File: src/rtl/frame_buffer_pkg.sv
// frame_buffer_pkg
// Shared definitions for the frame buffer path: default pixel address/data
// widths, the active VGA raster size, the frame buffer command record and
// the encoding of the arbiter's round-robin "last served" flag.
package frame_buffer_pkg;

    localparam int COL_W    = 10;
    localparam int ROW_W    = 9;
    localparam int PIX_W    = 24;
    localparam int VGA_HACT = 640;
    localparam int VGA_VACT = 480;

    typedef struct packed {
        logic [COL_W-1:0] col;
        logic [ROW_W-1:0] row;
        logic [PIX_W-1:0] pixel;
        logic             we;
        logic             re;
    } fb_cmd_t;

    // Round-robin memory of which requester won the last contended cycle.
    localparam logic SRC_W = 1'b0;
    localparam logic SRC_R = 1'b1;

endpackage

File: src/rtl/fb_wr_fifo.sv
// fb_wr_fifo
// Synchronous FIFO holding converter writes until the arbiter serves them.
// Not fall-through: an entry pushed at an edge is poppable from the next cycle.
// A push while full is accepted only when a pop happens in the same cycle.
// Ports:
//   clk, rst          clock, asynchronous active-high reset
//   push, din         write request and entry
//   pop               remove head entry (ignored when empty)
//   dout              head entry (valid when !empty)
//   level             occupancy, 0..DEPTH
//   full, empty       occupancy flags
module fb_wr_fifo #(
    parameter int WIDTH = 43,
    parameter int DEPTH = 4
) (
    input  logic                     clk,
    input  logic                     rst,
    input  logic                     push,
    input  logic                     pop,
    input  logic [WIDTH-1:0]         din,
    output logic [WIDTH-1:0]         dout,
    output logic [$clog2(DEPTH):0]   level,
    output logic                     full,
    output logic                     empty
);

    localparam int PTR_W = $clog2(DEPTH);
    localparam int LVL_W = PTR_W + 1;

    logic [WIDTH-1:0] mem [DEPTH];
    logic [PTR_W-1:0] wr_ptr_reg;
    logic [PTR_W-1:0] rd_ptr_reg;
    logic             push_ok;
    logic             pop_ok;

    assign full    = (level == LVL_W'(DEPTH));
    assign empty   = (level == '0);
    assign pop_ok  = pop & ~empty;
    // When full, the slot being popped this cycle is the one the push reuses.
    assign push_ok = push & (~full | pop_ok);
    assign dout    = mem[rd_ptr_reg];

    // Storage is not reset: contents are meaningless once the pointers clear.
    always_ff @(posedge clk) begin
        if (push_ok) begin
            mem[wr_ptr_reg] <= din;
        end
    end

    always_ff @(posedge clk or posedge rst) begin
        if (rst) begin
            wr_ptr_reg <= '0;
            rd_ptr_reg <= '0;
            level      <= '0;
        end else begin
            if (push_ok) begin
                wr_ptr_reg <= wr_ptr_reg + PTR_W'(1);
            end
            if (pop_ok) begin
                rd_ptr_reg <= rd_ptr_reg + PTR_W'(1);
            end
            case ({push_ok, pop_ok})
                2'b10:   level <= level + LVL_W'(1);
                2'b01:   level <= level - LVL_W'(1);
                default: level <= level;
            endcase
        end
    end

endmodule

File: src/rtl/frame_buffer_arbiter.sv
// frame_buffer_arbiter
// Shares the single-port frame buffer between the colorspace converter's
// write stream (buffered in fb_wr_fifo, never stalled) and Sobel window-fetch
// reads. One command per cycle; contended cycles alternate round-robin.
// Read data returns 2+FB_RD_LAT cycles after the grant.
// Optional macro FB_ARB_WR_URGENT_EN: when the write FIFO holds at least
// WR_FIFO_DEPTH-1 entries, writes win every cycle regardless of round-robin.
// Ports:
//   I_CLK, I_RESET                      clock, asynchronous active-high reset
//   I_WR_VALID/COL/ROW/PIXEL            converter write pulse
//   I_RD_REQ/COL/ROW, O_RD_GNT          read request held until granted
//   O_RD_VALID, O_RD_PIXEL              read return
//   O_FB_COL/ROW/PIXEL, O_FB_WE/RE      registered frame buffer command
//   I_FB_PIXEL                          frame buffer read data
//   O_WR_LEVEL, O_WR_OVERFLOW           FIFO occupancy, sticky drop flag
module frame_buffer_arbiter #(
    parameter int COL_W         = frame_buffer_pkg::COL_W,
    parameter int ROW_W         = frame_buffer_pkg::ROW_W,
    parameter int PIX_W         = frame_buffer_pkg::PIX_W,
    parameter int WR_FIFO_DEPTH = 4,
    parameter int FB_RD_LAT     = 1
) (
    input  logic                             I_CLK,
    input  logic                             I_RESET,
    input  logic                             I_WR_VALID,
    input  logic [COL_W-1:0]                 I_WR_COL,
    input  logic [ROW_W-1:0]                 I_WR_ROW,
    input  logic [PIX_W-1:0]                 I_WR_PIXEL,
    input  logic                             I_RD_REQ,
    input  logic [COL_W-1:0]                 I_RD_COL,
    input  logic [ROW_W-1:0]                 I_RD_ROW,
    output logic                             O_RD_GNT,
    output logic                             O_RD_VALID,
    output logic [PIX_W-1:0]                 O_RD_PIXEL,
    output logic [COL_W-1:0]                 O_FB_COL,
    output logic [ROW_W-1:0]                 O_FB_ROW,
    output logic [PIX_W-1:0]                 O_FB_PIXEL,
    output logic                             O_FB_WE,
    output logic                             O_FB_RE,
    input  logic [PIX_W-1:0]                 I_FB_PIXEL,
    output logic [$clog2(WR_FIFO_DEPTH):0]   O_WR_LEVEL,
    output logic                             O_WR_OVERFLOW
);

    import frame_buffer_pkg::*;

    localparam int ENT_W = COL_W + ROW_W + PIX_W;

    logic [ENT_W-1:0]     wr_entry;
    logic [ENT_W-1:0]     head;
    logic [COL_W-1:0]     head_col;
    logic [ROW_W-1:0]     head_row;
    logic [PIX_W-1:0]     head_pixel;
    logic                 fifo_full;
    logic                 fifo_empty;
    logic                 w_cand;
    logic                 r_cand;
    logic                 contended;
    logic                 urgent;
    logic                 serve_r;
    logic                 serve_w;
    logic                 last_served_reg;
    logic [FB_RD_LAT-1:0] rd_pipe_reg;

    assign wr_entry = {I_WR_COL, I_WR_ROW, I_WR_PIXEL};
    assign {head_col, head_row, head_pixel} = head;

    fb_wr_fifo #(
        .WIDTH (ENT_W),
        .DEPTH (WR_FIFO_DEPTH)
    ) u_wr_fifo (
        .clk   (I_CLK),
        .rst   (I_RESET),
        .push  (I_WR_VALID),
        .pop   (serve_w),
        .din   (wr_entry),
        .dout  (head),
        .level (O_WR_LEVEL),
        .full  (fifo_full),
        .empty (fifo_empty)
    );

    assign w_cand    = ~fifo_empty;
    assign r_cand    = I_RD_REQ;
    assign contended = w_cand & r_cand;

`ifdef FB_ARB_WR_URGENT_EN
    assign urgent = (O_WR_LEVEL >= ($clog2(WR_FIFO_DEPTH)+1)'(WR_FIFO_DEPTH - 1));
`else
    assign urgent = 1'b0;
`endif

    // Reset gating keeps the combinational grant low while I_RESET is high.
    assign serve_r  = ~I_RESET & r_cand &
                      (~w_cand | ((last_served_reg == SRC_W) & ~urgent));
    assign serve_w  = ~I_RESET & w_cand & ~serve_r;
    assign O_RD_GNT = serve_r;

    always_ff @(posedge I_CLK or posedge I_RESET) begin
        if (I_RESET) begin
            last_served_reg <= SRC_W;
            O_FB_COL        <= '0;
            O_FB_ROW        <= '0;
            O_FB_PIXEL      <= '0;
            O_FB_WE         <= 1'b0;
            O_FB_RE         <= 1'b0;
            rd_pipe_reg     <= '0;
            O_RD_VALID      <= 1'b0;
            O_RD_PIXEL      <= '0;
            O_WR_OVERFLOW   <= 1'b0;
        end else begin
            // Round-robin memory only moves when both requesters competed.
            if (contended) begin
                last_served_reg <= serve_r ? SRC_R : SRC_W;
            end

            O_FB_WE <= serve_w;
            O_FB_RE <= serve_r;
            if (serve_r) begin
                O_FB_COL <= I_RD_COL;
                O_FB_ROW <= I_RD_ROW;
            end else if (serve_w) begin
                O_FB_COL   <= head_col;
                O_FB_ROW   <= head_row;
                O_FB_PIXEL <= head_pixel;
            end

            // Tracks issued reads until the frame buffer's data is due.
            rd_pipe_reg[0] <= O_FB_RE;
            for (int i = 1; i < FB_RD_LAT; i++) begin
                rd_pipe_reg[i] <= rd_pipe_reg[i-1];
            end
            O_RD_VALID <= rd_pipe_reg[FB_RD_LAT-1];
            if (rd_pipe_reg[FB_RD_LAT-1]) begin
                O_RD_PIXEL <= I_FB_PIXEL;
            end

            if (I_WR_VALID & fifo_full & ~serve_w) begin
                O_WR_OVERFLOW <= 1'b1;
            end
        end
    end

endmodule

File: config.mk
export PLATFORM = sky130hd
export DESIGN_NAME = frame_buffer_arbiter
export DESIGN_NICKNAME = d
export VERILOG_FILES = /design/src/rtl/frame_buffer_pkg.sv /design/src/rtl/fb_wr_fifo.sv /design/src/rtl/frame_buffer_arbiter.sv
export SDC_FILE = /design/constraint.sdc
export NUM_CORES = 1
export LEC_CHECK = 0
export BUFFER_PORTS_ARGS = -buffer_cell sky130_fd_sc_hd__buf_2
export CORE_MARGIN = 2
export CORE_UTILIZATION = 30
export DETAILED_ROUTE_END_ITERATION = 16
export HOLD_SLACK_MARGIN = 0.15
export PLACE_DENSITY_LB_ADDON = 0.1
export REMOVE_ABC_BUFFERS = 1
export SETUP_SLACK_MARGIN = 0.4
export SYNTH_ARGS = -nofsm -noshare
export SYNTH_HDL_FRONTEND = slang
export SYNTH_HIERARCHICAL = 1
export SYNTH_SLANG_ARGS = --single-unit
File: constraint.sdc
create_clock -name I_CLK -period 4.61 [get_ports I_CLK]
set_input_delay 0.2305 -clock I_CLK [delete_from_list [all_inputs] [get_ports I_CLK]]
set_output_delay 0.2305 -clock I_CLK [all_outputs]
set_load 0.01 [all_outputs]
== Word level (Yosys, flattened, before mapping) ==
Memories as Yosys holds them, arrays and structs flattened.
Cells that the tools add are included.
W data, S select, Z words.

* Output and inout bits: 75
* Memory bits (writable): 172
* Input port bits: 90
* Register bits: 80
* Memories: 1

* Add/subtract/negate cells: 4
* Reduce and logical (&&, ||, !) cells: 4
* Bitwise gates (word level): 17
* Eq/ne operators: 3
* Multiplexer cells: 8

{| class="wikitable"
|+ Memory list
! name !! words !! bits a word !! read ports !! clocked after memory_dff !! wr ports !! RTL line !! source
|-
| u_wr_fifo.mem || 4 || 43 || 1 || 0 || 1 || fb_wr_fifo.sv:30 || <nowiki>logic [WIDTH-1:0] mem [DEPTH];</nowiki>
|}

{| class="wikitable"
|+ Operators by type and width
! operator !! count
|-
| $mux W10 || 2
|-
| $mux W9 || 2
|-
| $and A1 B1 Y1 || 9
|-
| $not A1 Y1 || 6
|-
| $pmux W3 S2 || 1
|-
| $add A2 B1 Y2 const B || 2
|-
| $reduce_bool A2 Y1 || 2
|-
| $add A3 B1 Y3 const B || 1
|-
| $eq A3 B3 Y1 const B || 1
|-
| $logic_not A3 Y1 || 1
|-
| $mux W1 || 3
|-
| $sub A3 B1 Y3 const B || 1
|-
| $eq A2 B1 Y1 const B || 1
|-
| $eq A2 B2 Y1 const B || 1
|-
| $or A1 B1 Y1 || 2
|-
| $reduce_and A2 Y1 || 1
|}

== Longest topological paths before layout ==
Gate-level depths: netlist (run 1).

* Depth in word-level cells: 10
* Mapped depth: 12
* Gate-level depth less buffers: 10

== Modules after synthesis ==
Netlist (run 1), hierarchy kept.

{| class="wikitable"
|+ By module, submodules not included
! module !! cells an instance !! times used !! area an instance (sq um)
|-
| fb_wr_fifo || 282 || 1 || 6720.2
|-
| frame_buffer_arbiter || 196 || 1 || 2904.0
|}

== Worst setup path before layout (run 1) ==
OpenSTA, ideal clock, no wires.

* Kind: input to register
* Start: input port I_RESET
* End: register O_FB_COL[0]
* Stages: 4
* Data arrival time: 2.575 ns
* Path buffers: 1
* Slack: 1.909 ns
* Required time: 4.484 ns
* Path through: inv_1 > nand2_2 > buf_6 > a221o_1

* Cells in the longest elaborated chain, start to end: 6
* Elaborated cells between the ends (all ways): 8
* Those cells by class: 1 x mux; 6 x bitwise; 1 x reduce/logical

{| class="wikitable"
|+ RTL lines
! what !! RTL line !! source
|-
| start, declared || frame_buffer_arbiter.sv:24 || <nowiki>input logic I_RESET,</nowiki>
|-
| $not A1 Y1 (*) || frame_buffer_arbiter.sv:94, frame_buffer_arbiter.sv:96 ||
|-
| $and A1 B1 Y1 (2 in a row) || frame_buffer_arbiter.sv:94 || <nowiki>assign serve_r = ~I_RESET & r_cand &</nowiki>
|-
| $not A1 Y1 (no source line) || - ||
|-
| $and A1 B1 Y1 || frame_buffer_arbiter.sv:96 || <nowiki>assign serve_w = ~I_RESET & w_cand & ~serve_r;</nowiki>
|-
| $reduce_bool A2 Y1 (no source line) || - ||
|-
| end signal, assigned || frame_buffer_arbiter.sv:123 || <nowiki>O_FB_COL <= head_col;</nowiki>
|-
| end, declared || frame_buffer_arbiter.sv:35 || <nowiki>output logic [COL_W-1:0] O_FB_COL,</nowiki>
|}

Every way passes the cells marked *; elsewhere a longest branch is shown, timed or not.
A chain may end at the register's enable or synchronous reset.

== Worst setup path after layout (run 1) ==
* Start: register u_wr_fifo.level[1]
* End: memory u_wr_fifo.mem[1][39] (enable)

* Cells in the longest elaborated chain, start to end: 10
* Elaborated cells between the ends (all ways): 14
* Those cells by class: 1 x eq/ne; 2 x mux; 10 x bitwise; 1 x reduce/logical

{| class="wikitable"
|+ RTL lines
! what !! RTL line !! source
|-
| start, declared || fb_wr_fifo.sv:22 || <nowiki>output logic [$clog2(DEPTH):0] level,</nowiki>
|-
| start signal, assigned || fb_wr_fifo.sv:63 || <nowiki>2'b10: level <= level + LVL_W'(1);</nowiki>
|-
| start signal, assigned || fb_wr_fifo.sv:64 || <nowiki>2'b01: level <= level - LVL_W'(1);</nowiki>
|-
| start signal, assigned || fb_wr_fifo.sv:65 || <nowiki>default: level <= level;</nowiki>
|-
| $logic_not A3 Y1 (*) || fb_wr_fifo.sv:37 || <nowiki>assign empty = (level == '0);</nowiki>
|-
| via fifo_empty || frame_buffer_arbiter.sv:55 || <nowiki>logic fifo_empty;</nowiki>
|-
| $or A1 B1 Y1 || frame_buffer_arbiter.sv:95 || <nowiki>(~w_cand | ((last_served_reg == SRC_W) & ~urgent));</nowiki>
|-
| $and A1 B1 Y1 || frame_buffer_arbiter.sv:94 ||
|-
| $not A1 Y1 (no source line) || - ||
|-
| $and A1 B1 Y1 || frame_buffer_arbiter.sv:96 ||
|-
| $and A1 B1 Y1 (*) || fb_wr_fifo.sv:38 || <nowiki>assign pop_ok = pop & ~empty;</nowiki>
|-
| $or A1 B1 Y1 (*) || fb_wr_fifo.sv:40 || <nowiki>assign push_ok = push & (~full | pop_ok);</nowiki>
|-
| $and A1 B1 Y1 (*) || fb_wr_fifo.sv:40 ||
|-
| $mux W1 (*) || fb_wr_fifo.sv:45 || <nowiki>if (push_ok) begin</nowiki>
|-
| $mux W1 (not written as such) (*) || fb_wr_fifo.sv:46 || <nowiki>mem[wr_ptr_reg] <= din;</nowiki>
|-
| end, declared || fb_wr_fifo.sv:30 ||
|}

The timed path passes the listed nets; every way through them passes the cells marked *.

==> impl_summary.txt, run 1 <==
----------------------------------------------------
[Status]
  Status ... complete, no violations

[STA]
  Ratio of final minimum period to clock period ... 70.0%
  Number of endpoints failing setup at the final stage ... 0
  Number of max-slew violations in the final report ... 0
  Final hold violation count ... 0
  Worst-Margin Slew ... 1.06 ns
  Setup TNS Final ... 0 ns
  Clock period minus worst slack ... 3.23 ns
  Headroom to the max-slew limit ... 29.5%
  Final worst clock skew ... 0.0114 ns
  Achievable Freq ... 310 MHz
  RSZ-0062 raised after global routing ... no

[Die]
  Starting Density ... 30.5%
  Die width ... 183 um
  Site Rows ... 65
  Placeable core area ... 31600 um^2
  I/O pins ... 165
  Die Outline Area ... 33500 um^2
  Die Span Y ... 183 um

[Detailed routing]
  Total detailed-routing wirelength ... 22.6 mm
  Via count ... 5378
  Total iterations of the first detailed-routing run ... 4
  Average via count per standard cell ... 4.58
  Count of unresolved DRC violations after routing ... 0
  Post-detailed-route count of antenna-violating nets ... 0
  Initial DRC Count ... 332
  Detailed-route wire length per cell ... 19.3 um

[Logic synthesis]
  Post-synth top area share ... 53.7%
  Average cell area after synthesis ... 20.1 um^2
  Synthesized instance count ... 478
  Predominant post-synthesis flop cell ... sky130_fd_sc_hd__edfxtp_1
  Netlist area before placement ... 9620 um^2
  Post-synth cell types ... 38
  Seq cells post-synth ... 252
  Count of yosys warnings during synthesis ... 6
  Number of synthesized flops with an enable pin ... 172
  Share of synthesized flip-flops with an asynchronous set or reset ... 31.7%
  Post-synthesis sequential area ratio ... 74.5%
  Most area-hungry cell type in the Yosys netlist ... sky130_fd_sc_hd__edfxtp_1
  Largest cells by area after synthesis ... sky130_fd_sc_hd__edfxtp_1, sky130_fd_sc_hd__dfrtp_1, sky130_fd_sc_hd__mux4_2

[Clock tree]
  Number of hold buffers added after CTS ... 89
  Clock buffer depth ... 3
  CTS tree ... done
  Clock transition time at the flip-flop clock pins of the worst setup and hold paths ... 0.06 ns
  Cts repair resizes ... 0
  Deepest level of the CTS H-tree ... 1
  Root Buffer Master ... sky130_fd_sc_hd__clkbuf_16
  Insertion delay to the later sink of the worst-skew pair ... 0.54 ns
  Number of sinks driven by the clock tree ... 252
  Clock buffer count from CTS ... 29
  Post-CTS Setup Inserts ... 0

[Finish]
  Layout filler cell count ... 2918
  Diode insertion count for antenna repair ... 0
  Number of flip-flops under the largest register name ... 172
  Largest regs ... u_wr_fifo/mem x172, O_FB_PIXEL x24, O_RD_PIXEL x24
  Fraction of layout instances using a drive strength above 1 ... 41.2%
  Most common cell after layout, fill and taps aside ... sky130_fd_sc_hd__edfxtp_1
  Layout area overhead ... 31.1%
  Largest register by flop count ... u_wr_fifo/mem
  Top library cells by usage in the layout, fill and taps aside ... sky130_fd_sc_hd__edfxtp_1, sky130_fd_sc_hd__buf_2, sky130_fd_sc_hd__dlygate4sd3_1
  Final-stage net count ... 843

[Placed design]
  IO buf count ... 164
  Final estimated routing congestion in global placement ... 0.724
  DP HPWL ... 14.4 mm

[Setup path]
  Arrival time reported for the critical path endpoint ... 3.45 ns
  Kind of end point of the critical path ... register
  Data required time at the worst endpoint ... 4.83 ns
  Largest fanout on the critical path ... 50
  Critical Path Start Type ... register
  Category of the most critical setup path ... reg -> reg

[Global route]
  Gr ovfl total ... 0
  Total global-route track usage ... 13.5%
  Number of global-route vias before repair ... 5797
  Number of antenna violations at the first check in global routing ... 0
  Global-route wire length before repair ... 34.6 mm
  Pin count of the biggest net entering global routing ... 80

[Flow run]
  Count of maximum capacitance violations ... 0

[Power and ir drop]
  Total power ... 7870 uW
  Worst voltage drop across the vdd grid ... 282 uV
  Leakage power ... 0.00485 uW
  PwrDens ... 624 nW/um^2

[Hold path]
  Class of the tightest hold or removal check ... in -> async

----------------------------------------------------
critical path: stages (launching register included):
cell and delay (ns):
sky130_fd_sc_hd__dfrtp_1 0.47, sky130_fd_sc_hd__or3_2 0.21, sky130_fd_sc_hd__inv_1 0.10, sky130_fd_sc_hd__nor2_1 0.19, sky130_fd_sc_hd__o21a_4 0.65, sky130_fd_sc_hd__o21a_4 0.27
sky130_fd_sc_hd__and2_2 0.62, sky130_fd_sc_hd__buf_4 0.38
area by class of cell:
type / count / area, um^2 / share of cell area (%)
sequential: 252 / 7170 / 56.8
multi-input combinational: 191 / 2250 / 17.8
timing repair buffer: 262 / 1780 / 14.1
clock buffer: 49 / 841 / 6.66
tap: 402 / 503 / 3.98
inverter: 12 / 47.5 / 0.377
clock inverter: 5 / 32.5 / 0.258
cell families (layout without fill, tap and decap cells):
group                    Yosys count  after routing  synth area share [%]
flip-flops                       252            252                  74.5
multiplexers                      92             92                  15.8
AND/OR/NAND/NOR                   46             46                  2.87
AO/OA/AOI/OAI                     43             43                  3.43
buffers and inverters             35            328                  2.21
adder cells (fa/ha/maj)            5              5                 0.728
XOR/XNOR                           5              5                 0.455
metrics by stage:
stage          area, um^2  hold slack (ns)  utilization, %  setup slack (ns)  std cells
2_1_floorplan        9460           0.0339               -              1.71        455
3_3_place_gp        10900            0.257            34.4              1.49       1030
3_5_place_dp        10900            0.264            34.4              1.32       1030
4_1_cts             12600            0.253            40.0              1.31       1173
5_1_grt             12600            0.290            40.0              1.14       1173
6_report            12600            0.285            40.0              1.38       1173
final timing paths:
path / slack (ns) / end / cells after the start / start
min in group I_CLK: 0.36 / rd_pipe_reg / 0 / O_FB_RE
max in group asynchronous: 3.35 / O_FB_ROW[7] / 3 / I_RESET
setup reg to reg: 1.38 / u_wr_fifo/mem[1][39] / 7 / u_wr_fifo/level[1]
hold / removal: 0.28 / u_wr_fifo/wr_ptr_reg[1] / 3 / I_RESET
setup / recovery: 1.38 / u_wr_fifo/mem[1][39] / 7 / u_wr_fifo/level[1]
hold reg to reg: 0.36 / rd_pipe_reg / 0 / O_FB_RE
Yosys cell counts (2+ instances only):
cell type and count:
sky130_fd_sc_hd__a21oi_1 9, sky130_fd_sc_hd__mux2_2 48, sky130_fd_sc_hd__and3_1 15, sky130_fd_sc_hd__mux4_2 43
sky130_fd_sc_hd__clkbuf_1 4, sky130_fd_sc_hd__a31oi_1 5, sky130_fd_sc_hd__dfrtp_1 80, sky130_fd_sc_hd__buf_2 8
sky130_fd_sc_hd__inv_1 11, sky130_fd_sc_hd__edfxtp_1 172, sky130_fd_sc_hd__nor2b_1 4, sky130_fd_sc_hd__buf_6 8
sky130_fd_sc_hd__o21ai_0 7, sky130_fd_sc_hd__o21a_4 2, sky130_fd_sc_hd__xnor2_1 4, sky130_fd_sc_hd__a221o_1 15
sky130_fd_sc_hd__nand2_1 4, sky130_fd_sc_hd__ha_1 4, sky130_fd_sc_hd__nor2_1 6, sky130_fd_sc_hd__buf_4 3
sky130_fd_sc_hd__nand3_1 6, sky130_fd_sc_hd__and2_2 4
power by group:
| part | leakage, uW | internal, uW | switching (uW) |
|---|---|---|---|
| clock network | 0.000425 | 1230 | 860 |
| registers | 0.00252 | 3120 | 429 |
| logic | 0.00190 | 1130 | 1100 |
| total | 0.00485 | 5490 | 2390 |
metal layers:
| metal | wire length [um] | vias to the layer above | track usage, % |
|---|---|---|---|
| met4 | 463 | 0 | 3.55 |
| li1 | - | 2446 | - |
| met3 | 986 | 31 | 2.10 |
| met1 | 10200 | 2730 | 18.3 |
| met5 | 0 | - | 0 |
| met2 | 11000 | 171 | 22.9 |
Power figures use the tool's default switching activity.
==> run 2, diff against run 1 <==
--- a/config.mk
+++ b/config.mk
@@ -5,6 +5,7 @@
 export SDC_FILE = /design/constraint.sdc
 export NUM_CORES = 1
 export LEC_CHECK = 0
+export ABC_AREA = 1
 export BUFFER_PORTS_ARGS = -buffer_cell sky130_fd_sc_hd__buf_2
 export CORE_MARGIN = 2
 export CORE_UTILIZATION = 30
==> constraint.sdc (replaced) <==
create_clock -name I_CLK -period 3.28 [get_ports I_CLK]
set_input_delay 0.164 -clock I_CLK [delete_from_list [all_inputs] [get_ports I_CLK]]
set_output_delay 0.164 -clock I_CLK [all_outputs]
set_load 0.01 [all_outputs]
==> impl_summary.txt, run 2 <==
----------------------------------------------------
[Status]
  Status ... complete, no violations

[Logic synthesis]
  Average cell area after synthesis ... 12.9 um^2
  Synthesized instance count ... 767
  Predominant post-synthesis flop cell ... sky130_fd_sc_hd__edfxtp_1
  Post-synthesis sequential area ratio ... 72.5%
  Seq cells post-synth ... 252
  Count leader, synth ... sky130_fd_sc_hd__edfxtp_1
  Number of synthesized flops with an enable pin ... 172
  Share of synthesized flip-flops with an asynchronous set or reset ... 31.7%
  Post-synth top area share ... 52.2%
  Post-synth cell types ... 30
  Most area-hungry cell type in the Yosys netlist ... sky130_fd_sc_hd__edfxtp_1
  Leading post-synthesis cells by instance count ... sky130_fd_sc_hd__edfxtp_1, sky130_fd_sc_hd__nand2_1, sky130_fd_sc_hd__nor2_1
  Largest cells by area after synthesis ... sky130_fd_sc_hd__edfxtp_1, sky130_fd_sc_hd__dfrtp_1, sky130_fd_sc_hd__nand2_1
  Netlist area before placement ... 9890 um^2
  Count of yosys warnings during synthesis ... 6

[Global route]
  Number of antenna violations at the first check in global routing ... 2
  Global-route wire length before repair ... 39.1 mm
  Pin count of the biggest net entering global routing ... 88
  Number of global-route vias before repair ... 6850
  Total global-route track usage ... 14.7%
  Gr ovfl total ... 0

[Finish]
  Finished Layout Cells ... 1485
  Most common cell after layout, fill and taps aside ... sky130_fd_sc_hd__edfxtp_1
  Largest regs ... u_wr_fifo/mem x172, O_FB_PIXEL x24, O_RD_PIXEL x24
  Final core utilization ... 39.9%
  Number of flip-flops under the largest register name ... 172
  Summed area of non-filler cells in the final layout ... 13000 um^2
  Top library cells by usage in the layout, fill and taps aside ... sky130_fd_sc_hd__edfxtp_1, sky130_fd_sc_hd__buf_2, sky130_fd_sc_hd__nand2_1
  Largest register by flop count ... u_wr_fifo/mem
  Final-stage net count ... 1114
  Fraction of layout instances using a drive strength above 1 ... 27.9%
  Layout area overhead ... 31.1%

[Power and ir drop]
  Share of power burned in the clock network ... 27.9%
  Sequential fraction of design power ... 41.5%
  Total power ... 11300 uW
  Leakage power ... 0.00524 uW
  Gate power share ... 30.6%
  Net switching fraction of the power ... 34.2%
  Worst voltage drop across the vdd grid ... 457 uV
  Internal ... 7410 uW
  PwrDens ... 869 nW/um^2
  Switching power ... 3860 uW

[STA]
  Headroom to the max-slew limit ... 33.1%
  Number of max-slew violations in the final report ... 0
  RSZ-0062 raised after global routing ... yes
  Achievable Freq ... 369 MHz
  Clock period minus worst slack ... 2.71 ns
  Ratio of final minimum period to clock period ... 82.7%
  Final hold violation count ... 0
  Number of endpoints failing setup at the final stage ... 0
  Final worst clock skew ... 0.0282 ns
  Worst-Margin Slew ... 1.00 ns

[Setup path]
  Total buffers and inverters traversed by the critical path ... 5
  Data required time at the worst endpoint ... 3.50 ns
  Family with the most delay on the worst path ... simple AND/OR/NAND/NOR gates
  Kind of end point of the critical path ... register
  Cell depth of the worst flop-to-flop path ... 11
  Category of the most critical setup path ... reg -> reg
  Most common cell on crit path ... sky130_fd_sc_hd__nand2_2
  Critical Path Start Type ... register
  Largest fanout on the critical path ... 25
  Worst stage delay on the critical path ... 0.70 ns
  Worst r2r src ... u_wr_fifo/level[2]
  Capture instance of the worst register-to-register path ... u_wr_fifo/mem[1][20]
  Arrival time reported for the critical path endpoint ... 2.93 ns
  Worst path cell trace ... inv_1 -> nand2_2 -> inv_1 -> inv_2 -> nand2_2 -> nand2_2 -> nand2_4 -> inv_2 -> o21ai_4 -> nor2_4 -> buf_4
  FF-to-FF setup slack ... 0.57 ns
  Slowest cell on the critical path ... sky130_fd_sc_hd__nor2_4

[Detailed routing]
  Via count ... 6649
  Post-detailed-route count of antenna-violating nets ... 0
  Count of unresolved DRC violations after routing ... 0
  Total iterations of the first detailed-routing run ... 4
  Initial DRC Count ... 348
  Total detailed-routing wirelength ... 25.4 mm
  Detailed-route wire length per cell ... 17.1 um
  Average via count per standard cell ... 4.48

[Placed design]
  Number of placed cells counting well taps ... 1342
  DP HPWL ... 15.4 mm
  IO buf count ... 164
  Cell area after placement ... 11100 um^2
  Final estimated routing congestion in global placement ... 0.717

[Die]
  Starting Density ... 30.4%
  Placeable core area ... 32500 um^2
  Site Rows ... 66
  I/O pins ... 165
  Die Outline Area ... 34400 um^2
  Die width ... 186 um
  Die Span Y ... 186 um

[Clock tree]
  Cts repair resizes ... 0
  CTS tree ... done
  Number of sinks driven by the clock tree ... 252
  Post-CTS Setup Inserts ... 0
  Deepest level of the CTS H-tree ... 1
  Clock buffer depth ... 3
  Insertion delay to the later sink of the worst-skew pair ... 0.55 ns
  Root Buffer Master ... sky130_fd_sc_hd__clkbuf_16
  Clock buffer count from CTS ... 28
  Clock transition time at the flip-flop clock pins of the worst setup and hold paths ... 0.06 ns

[Hold path]
  Class of the tightest hold or removal check ... in -> async

[Flow run]
  Count of maximum capacitance violations ... 0

----------------------------------------------------
==> run 2: metal layers <==
metal  global-route usage [%]  vias to the layer above  share of wire, %
li1                         -                     3220                 -
met1                     19.6                     3213                47
met2                     25.0                      181                46
met3                     2.68                       35               5.1
met4                     3.09                        0               1.8
met5                        0                        -                 0
==> run 2: power groups by stage <==
stage          clock [uW]  combinational (uW)  sequential [uW]
3_3_place_gp            0                3440             4740
3_5_place_dp            0                3420             4760
5_1_grt              3350                3900             4790
6_report             3140                3450             4680
2_1_floorplan           0                1770             4990
4_1_cts              3240                3520             4690
==> run 2: worst max path at each step <==
stage	startpoint	endpoint	slack, ns	cells after the start
3_3_place_gp	u_wr_fifo/level[0]	u_wr_fifo/mem[1][23]	0.58	11
4_1_cts	u_wr_fifo/level[2]	u_wr_fifo/mem[1][8]	0.52	11
5_1_grt	u_wr_fifo/level[2]	u_wr_fifo/mem[2][26]	0.35	11
6_report	u_wr_fifo/level[2]	u_wr_fifo/mem[1][20]	0.57	11
2_1_floorplan	u_wr_fifo/level[2]	u_wr_fifo/mem[0][0]	-0.76	10
3_5_place_dp	u_wr_fifo/level[2]	u_wr_fifo/mem[1][10]	0.53	11
==> run 2: timing repair <==
item                                    4_1_cts  5_1_grt
endpoints found under the hold margin       266        0
hold buffers                                 89        0
endpoints found under the setup margin        0       50
==> run 2: kinds of logic after synthesis <==
group,synth area share [%]
compound gates,8.07
xor+xnor,0.177
fa+ha+maj,0.709
buf+inv,3.87
flops,72.5
mux,2.73
simple gates,12.0
==> run 2: per-stage QoR <==
| step | setup TNS [ns] | hold slack, ns | setup slack, ns |
|---|---|---|---|
| global placement | 0 | 0.227 | 0.583 |
| global route | 0 | 0.230 | 0.354 |
| floorplan | -130.51 | -0.0326 | -0.759 |
| detailed placement | 0 | 0.221 | 0.530 |
| finish | 0 | 0.208 | 0.567 |
| CTS | 0 | 0.189 | 0.524 |
==> run 2: final cells by class <==
type | instances | area (um^2)
antenna | 2 | 5.00
clock buffer | 38 | 778
clock inverter | 14 | 154
fill | 3183 | 19600
inverter | 34 | 133
multi-input combinational | 438 | 2370
sequential | 252 | 7170
tap | 442 | 553
timing repair buffer | 265 | 1800
==> run 2: worst reg2reg max path, delay by kind of cell, from the launching register on <==
kind	cells	cell delay, ns
AND/OR/NAND/NOR	5	1.08
flip-flops	1	0.40
AO/OA/AOI/OAI	1	0.12
buffers and inverters	5	0.78
==> run 3, diff against run 2 <==
--- a/config.mk
+++ b/config.mk
@@ -5,7 +5,7 @@
 export SDC_FILE = /design/constraint.sdc
 export NUM_CORES = 1
 export LEC_CHECK = 0
-export ABC_AREA = 1
+export ABC_AREA = 0
 export BUFFER_PORTS_ARGS = -buffer_cell sky130_fd_sc_hd__buf_2
 export CORE_MARGIN = 2
 export CORE_UTILIZATION = 30
==> constraint.sdc (replaced) <==
create_clock -name I_CLK -period 2.8 [get_ports I_CLK]
set_input_delay 0.14 -clock I_CLK [delete_from_list [all_inputs] [get_ports I_CLK]]
set_output_delay 0.14 -clock I_CLK [all_outputs]
set_load 0.01 [all_outputs]
==> impl_summary.txt, run 3 (synthesis gave the netlist of run 1 again) <==
----------------------------------------------------
[Global route]
  Global-route wire length before repair ... 34.7 mm
  Total global-route track usage ... 13.6%
  Number of antenna violations at the first check in global routing ... 1
  Pin count of the biggest net entering global routing ... 42
  Gr ovfl total ... 0
  Number of global-route vias before repair ... 5943

[STA]
  Final hold violation count ... 0
  Headroom to the max-slew limit ... 36.7%
  Ratio of final minimum period to clock period ... 81.0%
  Achievable Freq ... 441 MHz
  Number of endpoints failing setup at the final stage ... 0
  Number of max-slew violations in the final report ... 0
  Setup TNS Final ... 0 ns
  Worst-Margin Slew ... 0.949 ns
  Clock period minus worst slack ... 2.27 ns
  Final worst clock skew ... 0.00866 ns
  Hold Worst Slack ... 0.180 ns
  RSZ-0062 raised after global routing ... no

[Finish]
  Fraction of layout instances using a drive strength above 1 ... 43.0%
  Layout filler cell count ... 2939
  Most common cell after layout, fill and taps aside ... sky130_fd_sc_hd__edfxtp_1
  Final-stage net count ... 849
  Number of flip-flops under the largest register name ... 172
  Final core utilization ... 40.6%
  Largest regs ... u_wr_fifo/mem x172, O_FB_PIXEL x24, O_RD_PIXEL x24
  Summed area of non-filler cells in the final layout ... 12800 um^2
  Layout area overhead ... 33.0%
  Top library cells by usage in the layout, fill and taps aside ... sky130_fd_sc_hd__edfxtp_1, sky130_fd_sc_hd__buf_2, sky130_fd_sc_hd__dlygate4sd3_1
  Largest register by flop count ... u_wr_fifo/mem

[Detailed routing]
  Total detailed-routing wirelength ... 22.4 mm
  Detailed-route wire length per cell ... 19.1 um
  Total iterations of the first detailed-routing run ... 4
  Average via count per standard cell ... 4.62
  Post-detailed-route count of antenna-violating nets ... 0
  Count of unresolved DRC violations after routing ... 0
  Via count ... 5440
  Initial DRC Count ... 302

[Die]
  Die Span Y ... 183 um
  Die width ... 183 um
  I/O pins ... 165
  Site Rows ... 65
  Die Outline Area ... 33500 um^2
  Starting Density ... 30.5%
  Placeable core area ... 31600 um^2

[Power and ir drop]
  Total power ... 13100 uW
  Worst voltage drop across the vdd grid ... 456 uV
  PwrDens ... 1030 nW/um^2
  Leakage power ... 0.00491 uW

[Setup path]
  Worst path cell trace ... or3_4 -> inv_2 -> nor2_1 -> o21a_4 -> o21a_4 -> and2_2 -> buf_12
  Category of the most critical setup path ... reg -> reg
  Critical path startpoint ... u_wr_fifo/level[0]
  Worst stage delay on the critical path ... 0.45 ns
  Largest fanout on the critical path ... 33
  Kind of end point of the critical path ... register
  Data required time at the worst endpoint ... 3.06 ns
  Worst r2r src ... u_wr_fifo/level[0]
  Critical Path Start Type ... register
  Slowest cell on the critical path ... sky130_fd_sc_hd__dfrtp_2
  Arrival time reported for the critical path endpoint ... 2.53 ns
  Most common cell on crit path ... sky130_fd_sc_hd__o21a_4

[Clock tree]
  Clock transition time at the flip-flop clock pins of the worst setup and hold paths ... 0.06 ns
  Root Buffer Master ... sky130_fd_sc_hd__clkbuf_16
  Insertion delay to the later sink of the worst-skew pair ... 0.54 ns
  Clock buffer count from CTS ... 28
  Deepest level of the CTS H-tree ... 1
  Clock buffer depth ... 3
  Number of sinks driven by the clock tree ... 252
  CTS tree ... done

[Status]
  Status ... complete, no violations

[Placed design]
  DP HPWL ... 14.3 mm
  IO buf count ... 164
  Cell area after placement ... 10900 um^2
  Final estimated routing congestion in global placement ... 0.713

[Flow run]
  Count of maximum capacitance violations ... 0

[Hold path]
  Class of the tightest hold or removal check ... in -> reg
  Hold Path Origin ... I_RESET

----------------------------------------------------
-- run 3: critical path, delay by kind of cell (launching register included) --
kind	cells	cell delay, ns
DFF	1	0.45
AOI/OAI and AO/OA	2	0.37
and+or+nand+nor	3	0.81
buffers and inverters	2	0.34
-- run 3: metal layers --
layer  global-route usage [%]  routed length, um  vias to the layer above
met2                     23.3              10700                      180
met1                     18.0              10100                     2775
met5                        0                  0                        -
li1                         -                  -                     2455
met3                     2.44               1210                       30
met4                     3.33                444                        0
-- run 3: final timing paths --
| kind | end | slack [ns] | cells past startpoint |
|---|---|---|---|
| worst max-delay path | u_wr_fifo/mem[1][20] | 0.53 | 7 |
| worst min-delay path | O_FB_COL[9] | 0.18 | 4 |
| worst max register to register | u_wr_fifo/mem[1][20] | 0.53 | 7 |
| worst min register to register | rd_pipe_reg | 0.39 | 0 |
| max in group asynchronous | O_FB_ROW[1] | 1.68 | 4 |
| min in group asynchronous | O_FB_COL[8] | 0.58 | 4 |
-- run 3: final cells by class --
type,count,area (um^2),area share (%)
clock inverter,16,150,1.17
clock buffer,35,747,5.84
sequential,252,7180,56.1
antenna,1,2.50,0.0196
multi-input combinational,191,2250,17.6
tap,402,503,3.93
inverter,12,47.5,0.372
timing repair buffer,269,1920,15.0
-- run 3: timing repair --
| item | CTS | global route |
|---|---|---|
| buffers inserted | 2 | 0 |
| gates resized for setup | 2 | 5 |
| hold buffers | 93 | 0 |
| hold endpoints to repair | 262 | 0 |
| setup endpoints to repair | 136 | 137 |
-- run 3: power by group --
| group | total (uW) | internal [uW] | switching [uW] |
|---|---|---|---|
| sequential | 5670 | 5140 | 527 |
| combinational | 3960 | 1970 | 1990 |
| clock | 3520 | 2080 | 1440 |
-- run 3: per-stage QoR --
step | setup WS [ns] | instances
2_1_floorplan | -0.102 | 455
3_3_place_gp | 0.254 | 1031
3_5_place_dp | 0.136 | 1031
4_1_cts | 0.355 | 1177
5_1_grt | 0.404 | 1178
6_report | 0.533 | 1178
